<file path="src/rtl/psr_icc_unit_if.sv">
// Bus bundle for psr_icc_unit: ALU flags, WRPSR/WRWIM writes,
// window/trap events in; committed PSR/WIM and status pulses out.
interface psr_icc_unit_if #(
   parameter int NWINDOWS = 8
);
   // Requests toward the status unit
   logic                icc_we;
   logic                alu_n;
   logic                alu_z;
   logic                alu_c;
   logic                alu_v;
   logic                psr_wr;
   logic [31:0]         psr_wdata;
   logic                wim_wr;
   logic [NWINDOWS-1:0] wim_wdata;
   logic                cwp_dec;
   logic                cwp_inc;
   logic                trap_enter;
   logic                rett;
   logic [3:0]          cond;

   // Status returned by the unit
   logic [31:0]         psr;
   logic [NWINDOWS-1:0] wim;
   logic                ci;
   logic                cond_true;
   logic                win_overflow;
   logic                win_underflow;
   logic                illegal_wr;
   logic                rett_err;
   logic                error_mode;
   logic                wr_pending;

   // Pipeline side that issues requests
   modport master (
      output icc_we, alu_n, alu_z, alu_c, alu_v,
      output psr_wr, psr_wdata, wim_wr, wim_wdata,
      output cwp_dec, cwp_inc, trap_enter, rett, cond,
      input  psr, wim, ci, cond_true, win_overflow, win_underflow,
      input  illegal_wr, rett_err, error_mode, wr_pending
   );

   // Status unit side
   modport slave (
      input  icc_we, alu_n, alu_z, alu_c, alu_v,
      input  psr_wr, psr_wdata, wim_wr, wim_wdata,
      input  cwp_dec, cwp_inc, trap_enter, rett, cond,
      output psr, wim, ci, cond_true, win_overflow, win_underflow,
      output illegal_wr, rett_err, error_mode, wr_pending
   );
endinterface

</file>
<file path="src/rtl/psr_icc_unit.sv">
// Processor status unit: holds icc/EF/PIL/S/PS/ET/CWP and WIM, performs
// the delayed WRPSR commit, window moves, trap entry/return, and the
// Bicc condition evaluation on the registered icc.
module psr_icc_unit #(
   parameter int         NWINDOWS = 8,
   parameter int         WR_DELAY = 3,
   parameter logic [7:0] IMPL_VER = 8'h00
) (
   input logic           clk,
   input logic           reset,
   psr_icc_unit_if.slave bus
);

   localparam logic [4:0] CWP_MAX = 5'(NWINDOWS - 1);
   localparam logic [5:0] NW6     = 6'(NWINDOWS);
   localparam logic [2:0] DLY     = 3'(WR_DELAY);

   // Architectural PSR fields; icc is ordered {N,Z,V,C}
   logic [3:0]          icc_q, icc_d;
   logic                ef_q, ef_d;
   logic [3:0]          pil_q, pil_d;
   logic                s_q, s_d;
   logic                ps_q, ps_d;
   logic                et_q, et_d;
   logic [4:0]          cwp_q, cwp_d;
   logic [NWINDOWS-1:0] wim_q, wim_d;

   // In-flight WRPSR: {icc, EF, PIL, S, PS, ET, CWP}
   logic                pend_q, pend_d;
   logic [2:0]          cnt_q, cnt_d;
   logic [16:0]         pdata_q, pdata_d;

   // Status pulses and sticky error
   logic                ovf_q, ovf_d;
   logic                unf_q, unf_d;
   logic                ill_q, ill_d;
   logic                rerr_q, rerr_d;
   logic                err_q, err_d;

   // Window arithmetic helpers
   logic [4:0]          cwp_plus, cwp_minus;
   logic [NWINDOWS-1:0] wim_sh_plus, wim_sh_minus;
   logic                wim_at_plus, wim_at_minus;
   logic                wr_legal, wr_load, commit;
   logic                wdata_unused;

   // Fields the PSR does not implement are ignored on WRPSR
   assign wdata_unused = ^{bus.psr_wdata[31:24], bus.psr_wdata[19:13]};

   // Neighbouring window numbers, modulo NWINDOWS, and their WIM bits
   always_comb begin
      cwp_plus     = (cwp_q == CWP_MAX) ? 5'd0 : cwp_q + 5'd1;
      cwp_minus    = (cwp_q == 5'd0) ? CWP_MAX : cwp_q - 5'd1;
      wim_sh_plus  = wim_q >> cwp_plus;
      wim_sh_minus = wim_q >> cwp_minus;
      wim_at_plus  = wim_sh_plus[0];
      wim_at_minus = wim_sh_minus[0];
   end

   // Next-state logic: icc load, prioritised window/trap events, WRPSR queue and commit
   always_comb begin
      icc_d   = icc_q;
      ef_d    = ef_q;
      pil_d   = pil_q;
      s_d     = s_q;
      ps_d    = ps_q;
      et_d    = et_q;
      cwp_d   = cwp_q;
      wim_d   = wim_q;
      pend_d  = pend_q;
      cnt_d   = cnt_q;
      pdata_d = pdata_q;
      ovf_d   = 1'b0;
      unf_d   = 1'b0;
      ill_d   = 1'b0;
      rerr_d  = 1'b0;
      err_d   = err_q;

      wr_legal = ({1'b0, bus.psr_wdata[4:0]} < NW6);
      wr_load  = bus.psr_wr && wr_legal;
      // A fresh legal WRPSR on the would-be commit edge supersedes the old one
      commit   = pend_q && (cnt_q == 3'd1) && !wr_load;

      if (bus.icc_we) begin
         icc_d = {bus.alu_n, bus.alu_z, bus.alu_v, bus.alu_c};
      end

      if (bus.trap_enter) begin
         if (et_q) begin
            ps_d  = s_q;
            s_d   = 1'b1;
            et_d  = 1'b0;
            cwp_d = cwp_minus;
         end else begin
            err_d = 1'b1;
         end
      end else if (bus.rett) begin
         if (!et_q) begin
            if (wim_at_plus) begin
               unf_d = 1'b1;
            end else begin
               cwp_d = cwp_plus;
               s_d   = ps_q;
               et_d  = 1'b1;
            end
         end else begin
            rerr_d = 1'b1;
         end
      end else if (bus.cwp_dec) begin
         if (wim_at_minus) begin
            ovf_d = 1'b1;
         end else begin
            cwp_d = cwp_minus;
         end
      end else if (bus.cwp_inc) begin
         if (wim_at_plus) begin
            unf_d = 1'b1;
         end else begin
            cwp_d = cwp_plus;
         end
      end

      if (bus.wim_wr) begin
         wim_d = bus.wim_wdata;
      end

      if (bus.psr_wr && !wr_legal) begin
         ill_d = 1'b1;
      end

      if (wr_load) begin
         pdata_d = {bus.psr_wdata[23:20], bus.psr_wdata[12], bus.psr_wdata[11:8],
                    bus.psr_wdata[7], bus.psr_wdata[6], bus.psr_wdata[5],
                    bus.psr_wdata[4:0]};
         cnt_d   = DLY;
         pend_d  = 1'b1;
      end else if (pend_q) begin
         cnt_d = cnt_q - 3'd1;
         if (cnt_q == 3'd1) begin
            pend_d = 1'b0;
         end
      end

      // The committing WRPSR owns every writable field this edge
      if (commit) begin
         icc_d = pdata_q[16:13];
         ef_d  = pdata_q[12];
         pil_d = pdata_q[11:8];
         s_d   = pdata_q[7];
         ps_d  = pdata_q[6];
         et_d  = pdata_q[5];
         cwp_d = pdata_q[4:0];
      end
   end

   // State registers with asynchronous reset to the architectural reset values
   always_ff @(posedge clk or posedge reset) begin
      if (reset) begin
         icc_q   <= 4'd0;
         ef_q    <= 1'b0;
         pil_q   <= 4'd0;
         s_q     <= 1'b1;
         ps_q    <= 1'b0;
         et_q    <= 1'b0;
         cwp_q   <= 5'd0;
         wim_q   <= '0;
         pend_q  <= 1'b0;
         cnt_q   <= 3'd0;
         pdata_q <= 17'd0;
         ovf_q   <= 1'b0;
         unf_q   <= 1'b0;
         ill_q   <= 1'b0;
         rerr_q  <= 1'b0;
         err_q   <= 1'b0;
      end else begin
         icc_q   <= icc_d;
         ef_q    <= ef_d;
         pil_q   <= pil_d;
         s_q     <= s_d;
         ps_q    <= ps_d;
         et_q    <= et_d;
         cwp_q   <= cwp_d;
         wim_q   <= wim_d;
         pend_q  <= pend_d;
         cnt_q   <= cnt_d;
         pdata_q <= pdata_d;
         ovf_q   <= ovf_d;
         unf_q   <= unf_d;
         ill_q   <= ill_d;
         rerr_q  <= rerr_d;
         err_q   <= err_d;
      end
   end

   // Bicc evaluation on registered icc; cond[3] inverts the base test
   always_comb begin
      logic base;
      logic n, z, v, c;
      {n, z, v, c} = icc_q;
      base = 1'b0;
      case (bus.cond[2:0])
         3'd0:    base = 1'b0;
         3'd1:    base = z;
         3'd2:    base = z | (n ^ v);
         3'd3:    base = n ^ v;
         3'd4:    base = c | z;
         3'd5:    base = c;
         3'd6:    base = n;
         default: base = v;
      endcase
      bus.cond_true = base ^ bus.cond[3];
   end

   assign bus.psr           = {IMPL_VER, icc_q, 7'd0, ef_q, pil_q, s_q, ps_q, et_q, cwp_q};
   assign bus.wim           = wim_q;
   assign bus.ci            = icc_q[0];
   assign bus.win_overflow  = ovf_q;
   assign bus.win_underflow = unf_q;
   assign bus.illegal_wr    = ill_q;
   assign bus.rett_err      = rerr_q;
   assign bus.error_mode    = err_q;
   assign bus.wr_pending    = pend_q;

endmodule

</file>
<file path="src/flat_wrapper.sv">
// flat-port wrapper written by rule: the top's interface ports become plain ports
module psr_icc_unit_flat 
#(
   parameter int         NWINDOWS = 8,
   parameter int         WR_DELAY = 3,
   parameter logic [7:0] IMPL_VER = 8'h00
)
  (clk, reset, bus_icc_we, bus_alu_n, bus_alu_z, bus_alu_c, bus_alu_v, bus_psr_wr, bus_psr_wdata, bus_wim_wr, bus_wim_wdata, bus_cwp_dec, bus_cwp_inc, bus_trap_enter, bus_rett, bus_cond, bus_psr, bus_wim, bus_ci, bus_cond_true, bus_win_overflow, bus_win_underflow, bus_illegal_wr, bus_rett_err, bus_error_mode, bus_wr_pending);
  psr_icc_unit_if #(.NWINDOWS(NWINDOWS)) bus_i ();
  input logic clk;
  input logic reset;
  input wire logic [$bits(bus_i.icc_we)-1:0] bus_icc_we;
  input wire logic [$bits(bus_i.alu_n)-1:0] bus_alu_n;
  input wire logic [$bits(bus_i.alu_z)-1:0] bus_alu_z;
  input wire logic [$bits(bus_i.alu_c)-1:0] bus_alu_c;
  input wire logic [$bits(bus_i.alu_v)-1:0] bus_alu_v;
  input wire logic [$bits(bus_i.psr_wr)-1:0] bus_psr_wr;
  input wire logic [$bits(bus_i.psr_wdata)-1:0] bus_psr_wdata;
  input wire logic [$bits(bus_i.wim_wr)-1:0] bus_wim_wr;
  input wire logic [$bits(bus_i.wim_wdata)-1:0] bus_wim_wdata;
  input wire logic [$bits(bus_i.cwp_dec)-1:0] bus_cwp_dec;
  input wire logic [$bits(bus_i.cwp_inc)-1:0] bus_cwp_inc;
  input wire logic [$bits(bus_i.trap_enter)-1:0] bus_trap_enter;
  input wire logic [$bits(bus_i.rett)-1:0] bus_rett;
  input wire logic [$bits(bus_i.cond)-1:0] bus_cond;
  output wire logic [$bits(bus_i.psr)-1:0] bus_psr;
  output wire logic [$bits(bus_i.wim)-1:0] bus_wim;
  output wire logic [$bits(bus_i.ci)-1:0] bus_ci;
  output wire logic [$bits(bus_i.cond_true)-1:0] bus_cond_true;
  output wire logic [$bits(bus_i.win_overflow)-1:0] bus_win_overflow;
  output wire logic [$bits(bus_i.win_underflow)-1:0] bus_win_underflow;
  output wire logic [$bits(bus_i.illegal_wr)-1:0] bus_illegal_wr;
  output wire logic [$bits(bus_i.rett_err)-1:0] bus_rett_err;
  output wire logic [$bits(bus_i.error_mode)-1:0] bus_error_mode;
  output wire logic [$bits(bus_i.wr_pending)-1:0] bus_wr_pending;
  assign bus_i.icc_we = bus_icc_we;
  assign bus_i.alu_n = bus_alu_n;
  assign bus_i.alu_z = bus_alu_z;
  assign bus_i.alu_c = bus_alu_c;
  assign bus_i.alu_v = bus_alu_v;
  assign bus_i.psr_wr = bus_psr_wr;
  assign bus_i.psr_wdata = bus_psr_wdata;
  assign bus_i.wim_wr = bus_wim_wr;
  assign bus_i.wim_wdata = bus_wim_wdata;
  assign bus_i.cwp_dec = bus_cwp_dec;
  assign bus_i.cwp_inc = bus_cwp_inc;
  assign bus_i.trap_enter = bus_trap_enter;
  assign bus_i.rett = bus_rett;
  assign bus_i.cond = bus_cond;
  assign bus_psr = bus_i.psr;
  assign bus_wim = bus_i.wim;
  assign bus_ci = bus_i.ci;
  assign bus_cond_true = bus_i.cond_true;
  assign bus_win_overflow = bus_i.win_overflow;
  assign bus_win_underflow = bus_i.win_underflow;
  assign bus_illegal_wr = bus_i.illegal_wr;
  assign bus_rett_err = bus_i.rett_err;
  assign bus_error_mode = bus_i.error_mode;
  assign bus_wr_pending = bus_i.wr_pending;
  psr_icc_unit #(.NWINDOWS(NWINDOWS), .WR_DELAY(WR_DELAY), .IMPL_VER(IMPL_VER)) u_core (.clk(clk), .reset(reset), .bus(bus_i));
endmodule
</file>
<file path="config.mk">
export PLATFORM = sky130hd
export DESIGN_NAME = psr_icc_unit_flat
export DESIGN_NICKNAME = d
export VERILOG_FILES = /design/src/rtl/psr_icc_unit_if.sv /design/src/rtl/psr_icc_unit.sv /design/src/flat_wrapper.sv
export SDC_FILE = /design/constraint.sdc
export NUM_CORES = 1
export LEC_CHECK = 0
export ABC_AREA = 1
export ABC_CLOCK_PERIOD_IN_PS = 2110
export CAP_MARGIN = 20
export CORE_MARGIN = 2
export CORE_UTILIZATION = 30
export CTS_CLUSTER_DIAMETER = 60
export CTS_CLUSTER_SIZE = 10
export DETAILED_ROUTE_END_ITERATION = 12
export PLACE_DENSITY = 0.7
export SLEW_MARGIN = 20
export SYNTH_ARGS = -nofsm -noshare
export SYNTH_HDL_FRONTEND = slang
export SYNTH_SLANG_ARGS = --single-unit
export TNS_END_PERCENT = 10
</file>
<file path="constraint.sdc">
create_clock -name clk -period 2.11 [get_ports clk]
set_clock_uncertainty 0.2 [all_clocks]
set_input_delay 0.211 -clock clk [delete_from_list [all_inputs] [get_ports clk]]
set_output_delay 0.211 -clock clk [all_outputs]
set_load 0.01 [all_outputs]
</file>
==> After elaboration in Yosys (flattened, before gate mapping) <==
Cells that the tools add are included.
{ "totals": {"reg_bits": 51, "in_bits": 57, "output_inout_bits": 48} }
{ "op_classes": {"n_addsub": 3, "magnitude_cmp": 1, "n_eq_ne": 13, "shifts": 2, "muxes": 47, "bitwise_logic": 5, "n_reduce_logical": 18} }
{ "op_table": {"columns": ["op", "n"], "rows": [
  ["$mux W5", 11],
  ["$mux W1", 31],
  ["$shr A8 B5 Y1", 2],
  ["$eq A3 B3 Y1 const B", 3],
  ["$mux W4", 2],
  ["$reduce_and A4 Y1", 2],
  ["$reduce_bool A2 Y1", 4],
  ["$pmux W1 S7", 1],
  ["$eq A3 B1 Y1 const B", 2],
  ["$eq A3 B2 Y1 const B", 2],
  ["$mux W3", 2],
  ["$ne A3 B3 Y1 const B", 2],
  ["$add A5 B1 Y5 const B", 1],
  ["$eq A5 B3 Y1 const B", 1],
  ["$logic_not A5 Y1", 1],
  ["$lt A5 B4 Y1 const B", 1],
  ["$ne A5 B5 Y1 const B", 1],
  ["$reduce_bool A5 Y1", 1],
  ["$sub A5 B1 Y5 const B", 1],
  ["$logic_and A1 B1 Y1", 4],
  ["$ne A4 B4 Y1 const B", 1],
  ["$reduce_and A2 Y1", 2],
  ["$logic_not A3 Y1", 1],
  ["$ne A3 B1 Y1 const B", 1],
  ["6 further kinds", 9]
]} }

==> Depth between registers and ports, before layout <==
{ "logic_depth": {"depth_word": 9, "ltp_mapped": 16, "ltp_nobuf": 15} }

==> Worst setup path after synthesis <==
Ideal clock, no wire load.
{ "synth_timing": {"path_type": "flip-flop to flip-flop", "from": "register u_core.cwp_q[0]", "to": "register u_core.cwp_q[1]", "arrival_time_ps": 1704, "required_time_ps": 1793, "path_slack_ps": 89, "path_stages_with_launch": 17, "n_path_buf": 1, "period_less_slack_ps": 2021, "path_cell_list": "dfrtp_1 -> buf_6 -> inv_1 -> ha_1 -> inv_1 -> nor2_1 -> nand2_2 -> nand2_2 -> inv_2 -> nand3_1 -> nand3_1 -> nand3_2 -> nand2_2 -> nand3_1 -> nand2_1 -> inv_1 -> nand2_1"} }
{ "synth_via": {"elab_chain_len": 9} }
{ "synth_lines": {"columns": ["item", "line_no", "rtl"], "rows": [
  ["start: declaration", "psr_icc_unit.sv:25", "logic [4:0] cwp_q, cwp_d;"],
  ["start signal: assignment", "psr_icc_unit.sv:182", "cwp_q <= cwp_d;"],
  ["$add A5 B1 Y5 / $eq A5 B3 Y1 (equally long branches)", "psr_icc_unit.sv:52", "cwp_plus = (cwp_q == CWP_MAX) ? 5'd0 : cwp_q + 5'd1;"],
  ["$mux W5", "psr_icc_unit.sv:52", null],
  ["$shr A8 B5 Y1", "psr_icc_unit.sv:54", "wim_sh_plus = wim_q >> cwp_plus;"],
  ["$mux W5", "psr_icc_unit.sv:99, psr_icc_unit.sv:116", null],
  ["$mux W5", "psr_icc_unit.sv:115", "end else if (bus.cwp_inc) begin"],
  ["$mux W5", "psr_icc_unit.sv:109", "end else if (bus.cwp_dec) begin"],
  ["$mux W5", "psr_icc_unit.sv:97", "end else if (bus.rett) begin"],
  ["$mux W5", "psr_icc_unit.sv:88", "if (bus.trap_enter) begin"],
  ["$mux W5", "psr_icc_unit.sv:145", "if (commit) begin"]
]} }
Several ways; a longest one is shown, not always the timed one. The select of a mux whose other input is x is not followed.
A chain may end at the register's enable or synchronous reset.

==> Worst setup path after layout <==
{ "layout_timing": {"from": "register u_core.cwp_q[0]", "to": "register u_core.cwp_q[2]"} }
The elaborated chain is that of the path after synthesis.

==> impl_metrics.py <==
metrics = {
    "worst_setup_path": {
        "path_depth": 11,
        "max_stage_delay_ns": 0.43,
        "worstPathArrival_ns": 1.99,
        "start_kind": "flop",
        "worst-setup-path-type": "reg2reg",
        "cp_top_family": "simple AND/OR/NAND/NOR gates",
        "end_kind": "flop",
        "worst-path-buf-inv": 1,
        "cp_max_fo": 7,
        "crit_chain": "ha_2 > nand2_4 > inv_4 > a21oi_4 > nand3_1 > nand3_2 > nand3_4 > nand2_1 > nand3_1 > nand3_1 > nand2_1",
        "r2r_cells": 11,
        "cp_slowest_cell": "dfrtp_1",
        "worstPathRequired_ns": 2.10,
        "crit_top_cell": "nand3_1",
    },
    "pwr": {
        "combPwrFrac": 0.545,
        "p_leak_nw": 1.903,
        "p_seq_frac": 0.329,
        "powerDensity_nw_per_um2": 1106,
        "swShare": 0.4287,
        "ir_worst_vdd_uv": 429.2,
        "switching_power_mw": 1.878,
        "pwr-share-clk": 0.125,
        "p_total_mw": 4.381,
        "p_int_mw": 2.503,
    },
    "min_path": {
        "hp-class": "in2async",
    },
    "finish": {
        "diodes": 0,
        "drive_above_1_share": 0.1503,
        "fin_nets": 519,
        "layout.cells.non_filler": 592,
        "final_core_util": 0.4110,
        "area_delta_synth_final_pct": 34.27,
    },
    "clock_tree": {
        "ctsLongestPathBuffers": 2,
        "hold_buffers": 0,
        "post_cts_buffers": 0,
        "cts_tree": "built",
        "clock_sinks": 51,
        "cts-root-buf": "clkbuf_8",
        "cts.clk_slew.worst_paths_ns": 0.10,
        "cts_made_buffers": 5,
        "clock_latency_ns": 0.30,
        "cts_max_level": 2,
    },
    "timing": {
        "rsz0062_at_grt": "true",
        "period_needed_ns": 1.992,
        "drv_slew": 0,
        "setup_viol": 0,
        "fin_crit_sh": 0.9442,
        "fmax_mhz": 501.9,
        "finalHoldViolCount": 0,
    },
    "route": {
        "wl_um": 6760,
        "drt_iter0_markers": 139,
        "avgRoutedWirePerCell_um": 11.42,
        "drc_errors": 0,
        "vias": 2609,
        "first_pass_iters": 4,
        "wl_met2_um": 3480,
        "detail-route-antenna-nets": 0,
        "route.met3.wl_um": 367,
        "topRoutingLayerUsed": "met4",
        "wl_met1_um": 2866,
        "vias_per_cell": 4.407,
    },
    "die": {
        "core-area_um2": 9639,
        "rows": 36,
        "dieArea_um2": 10640,
        "io_pins": 105,
        "die_h_um": 103.2,
        "die_x_um": 103.2,
        "start_util": 0.3061,
    },
    "logic_synthesis": {
        "yosys.area_share.simple": 0.3015,
        "avgSynthCellArea_um2": 7.847,
        "synth.area.top_cells": "dfrtp_1, nand2_1, inv_1",
        "ys_types": 37,
        "synth_top_area_share": 0.4241,
        "synth_largest_area_cell": "dfrtp_1",
        "yosysMostFrequentCell": "nand2_1",
        "synth-compound-area-share": 0.1009,
        "synthArstFlopShare": 1.000,
        "synth_edf_count": 0,
        "yosys_register_bits": 51,
        "syn_inst": 376,
        "ys_warn_count": 0,
        "synthTopCellsByCount": "nand2_1, dfrtp_1, inv_1",
        "synthXorXnorAreaFrac": 0.002969,
        "synth_top_family_by_area": "simple AND/OR/NAND/NOR gates",
        "synth-main-ff-cell": "dfrtp_1",
        "yosysSeqAreaShare": 0.4330,
        "syn-cell-area_um2": 2950,
        "yosys.area_share.adder": 0.01696,
        "muxShareOfSynthArea": 0,
    },
    "global_routing": {
        "antenna_found_initial": 0,
        "grt_pass1_wl_um": 11140,
        "track_usage": 0.1301,
        "grt_pass1_vias": 2520,
        "overflow": 0,
        "grt_max_degree": 52,
    },
    "placement": {
        "port_buffers": 74,
        "dp_hpwl_um": 5159,
        "dp_cells": 584,
        "gp_congestion": 0.8668,
    },
    "status": {
        "status": "finished, final reports clean",
    },
    "job": {
        "maxCapViolCount": 0,
    },
}
==> power groups by stage <==
| stage | registers, mW | clock network (mW) | logic [mW] |
|---|---|---|---|
| 2_1_floorplan | 1.45 | 0 | 1.57 |
| 3_3_place_gp | 1.45 | 0 | 2.25 |
| 3_5_place_dp | 1.45 | 0 | 2.30 |
| 4_1_cts | 1.44 | 0.575 | 2.31 |
| 5_1_grt | 1.48 | 0.608 | 2.66 |
| 6_report | 1.44 | 0.550 | 2.39 |
==> flip-flops by register name, indices dropped and copies added, names as in the netlist <==
register,cells
u_core.bus.error_mode,1
u_core.bus.illegal_wr,1
u_core.bus.rett_err,1
u_core.bus.wim,8
u_core.bus.win_overflow,1
u_core.bus.win_underflow,1
u_core.bus.wr_pending,1
u_core.cnt_q,3
u_core.cwp_q,5
u_core.ef_q,1
u_core.et_q,1
u_core.icc_q,4
u_core.pdata_q,17
u_core.pil_q,4
u_core.ps_q,1
u_core.s_q,1
==> repair_timing <==
action	in CTS	in global routing
pin swaps	0	3
setup endpoints to repair	1	7
gates resized for setup	2	10
==> placed cells by master, fill, tap and decap left out, drive strengths merged <==
master,n
nand4,6
conb,15
o211ai,4
or2,2
dfstp,1
o21ai,28
xnor2,1
nor2,19
clkdlybuf4s50,73
dfrtp,50
a21oi,12
ha,4
nand2,111
clkbuf,8
a22oi,2
inv,55
clkinv,1
nor3,3
o22ai,2
nand3,42
a211oi,1
o21bai,1
buf,17
a31oi,1
==> logic make-up (layout without fill, tap and decap cells) <==
family,count (synthesis),count (layout)
AND/OR/NAND/NOR,183,183
buffers and inverters,85,154
AO/OA/AOI/OAI,51,51
flip-flops,51,51
adder cells (fa/ha/maj),4,4
other,1,15
XOR/XNOR,1,1
==> worst reg2reg max path, cell delays in order (launching register included) <==
cell and delay (ns):
dfrtp_1 0.43, ha_2 0.23, nand2_4 0.12, inv_4 0.05, a21oi_4 0.16, nand3_1 0.11
nand3_2 0.14, nand3_4 0.14, nand2_1 0.10, nand3_1 0.07, nand3_1 0.09, nand2_1 0.05
==> area by class of cell <==
type | instances | area, µm²
Fill cell | 996 | 5678
Multi-Input combinational cell | 254 | 1335
Sequential cell | 51 | 1279
Timing Repair Buffer | 91 | 888.4
Inverter | 55 | 211.5
Tap cell | 133 | 166.4
Clock buffer | 7 | 76.32
Clock inverter | 1 | 5.005
==> metal layers <==
layer  global-route usage  vias to the layer above
li1                     -                     1316
met1               0.1622                     1219
met2               0.2253                       69
met3              0.03091                        5
met4              0.03745                        0
met5                    0                        -
==> final timing paths <==
kind | slack, ns | start | to
worst max register to register | 0.12 | u_core.cwp_q[0]$_DFFE_PP0P_ | u_core.cwp_q[2]$_DFFE_PP0P_
worst min-delay path | 0.07 | reset | u_core.bus.wim[1]$_DFFE_PP0P_
min in group clk | 0.24 | bus_psr_wdata[23] | u_core.pdata_q[16]$_DFFE_PP0P_
worst min register to register | 0.27 | u_core.bus.error_mode$_DFFE_PP0P_ | u_core.bus.error_mode$_DFFE_PP0P_
max in group asynchronous | 1.36 | reset | u_core.s_q$_DFFE_PP1P_
worst max-delay path | 0.12 | u_core.cwp_q[0]$_DFFE_PP0P_ | u_core.cwp_q[2]$_DFFE_PP0P_
==> per-stage QoR <==
| step | setup TNS, ns | setup WS (ns) | hold slack [ns] | cell area, µm² |
|---|---|---|---|---|
| 6_report | 0 | 0.1177 | 0.06592 | 3961 |
| 5_1_grt | -0.05867 | -0.05412 | 0.1009 | 3961 |
| 4_1_cts | 0 | 0.01532 | 0.07959 | 3933 |
| 3_5_place_dp | -0.2222 | -0.2222 | 0.2519 | 3851 |
| 3_3_place_gp | -0.1678 | -0.1678 | 0.2597 | 3851 |
| 2_1_floorplan | 0 | 0.08917 | 0.08759 | 3003 |
Note: power is estimated with default switching activity, not from simulation.
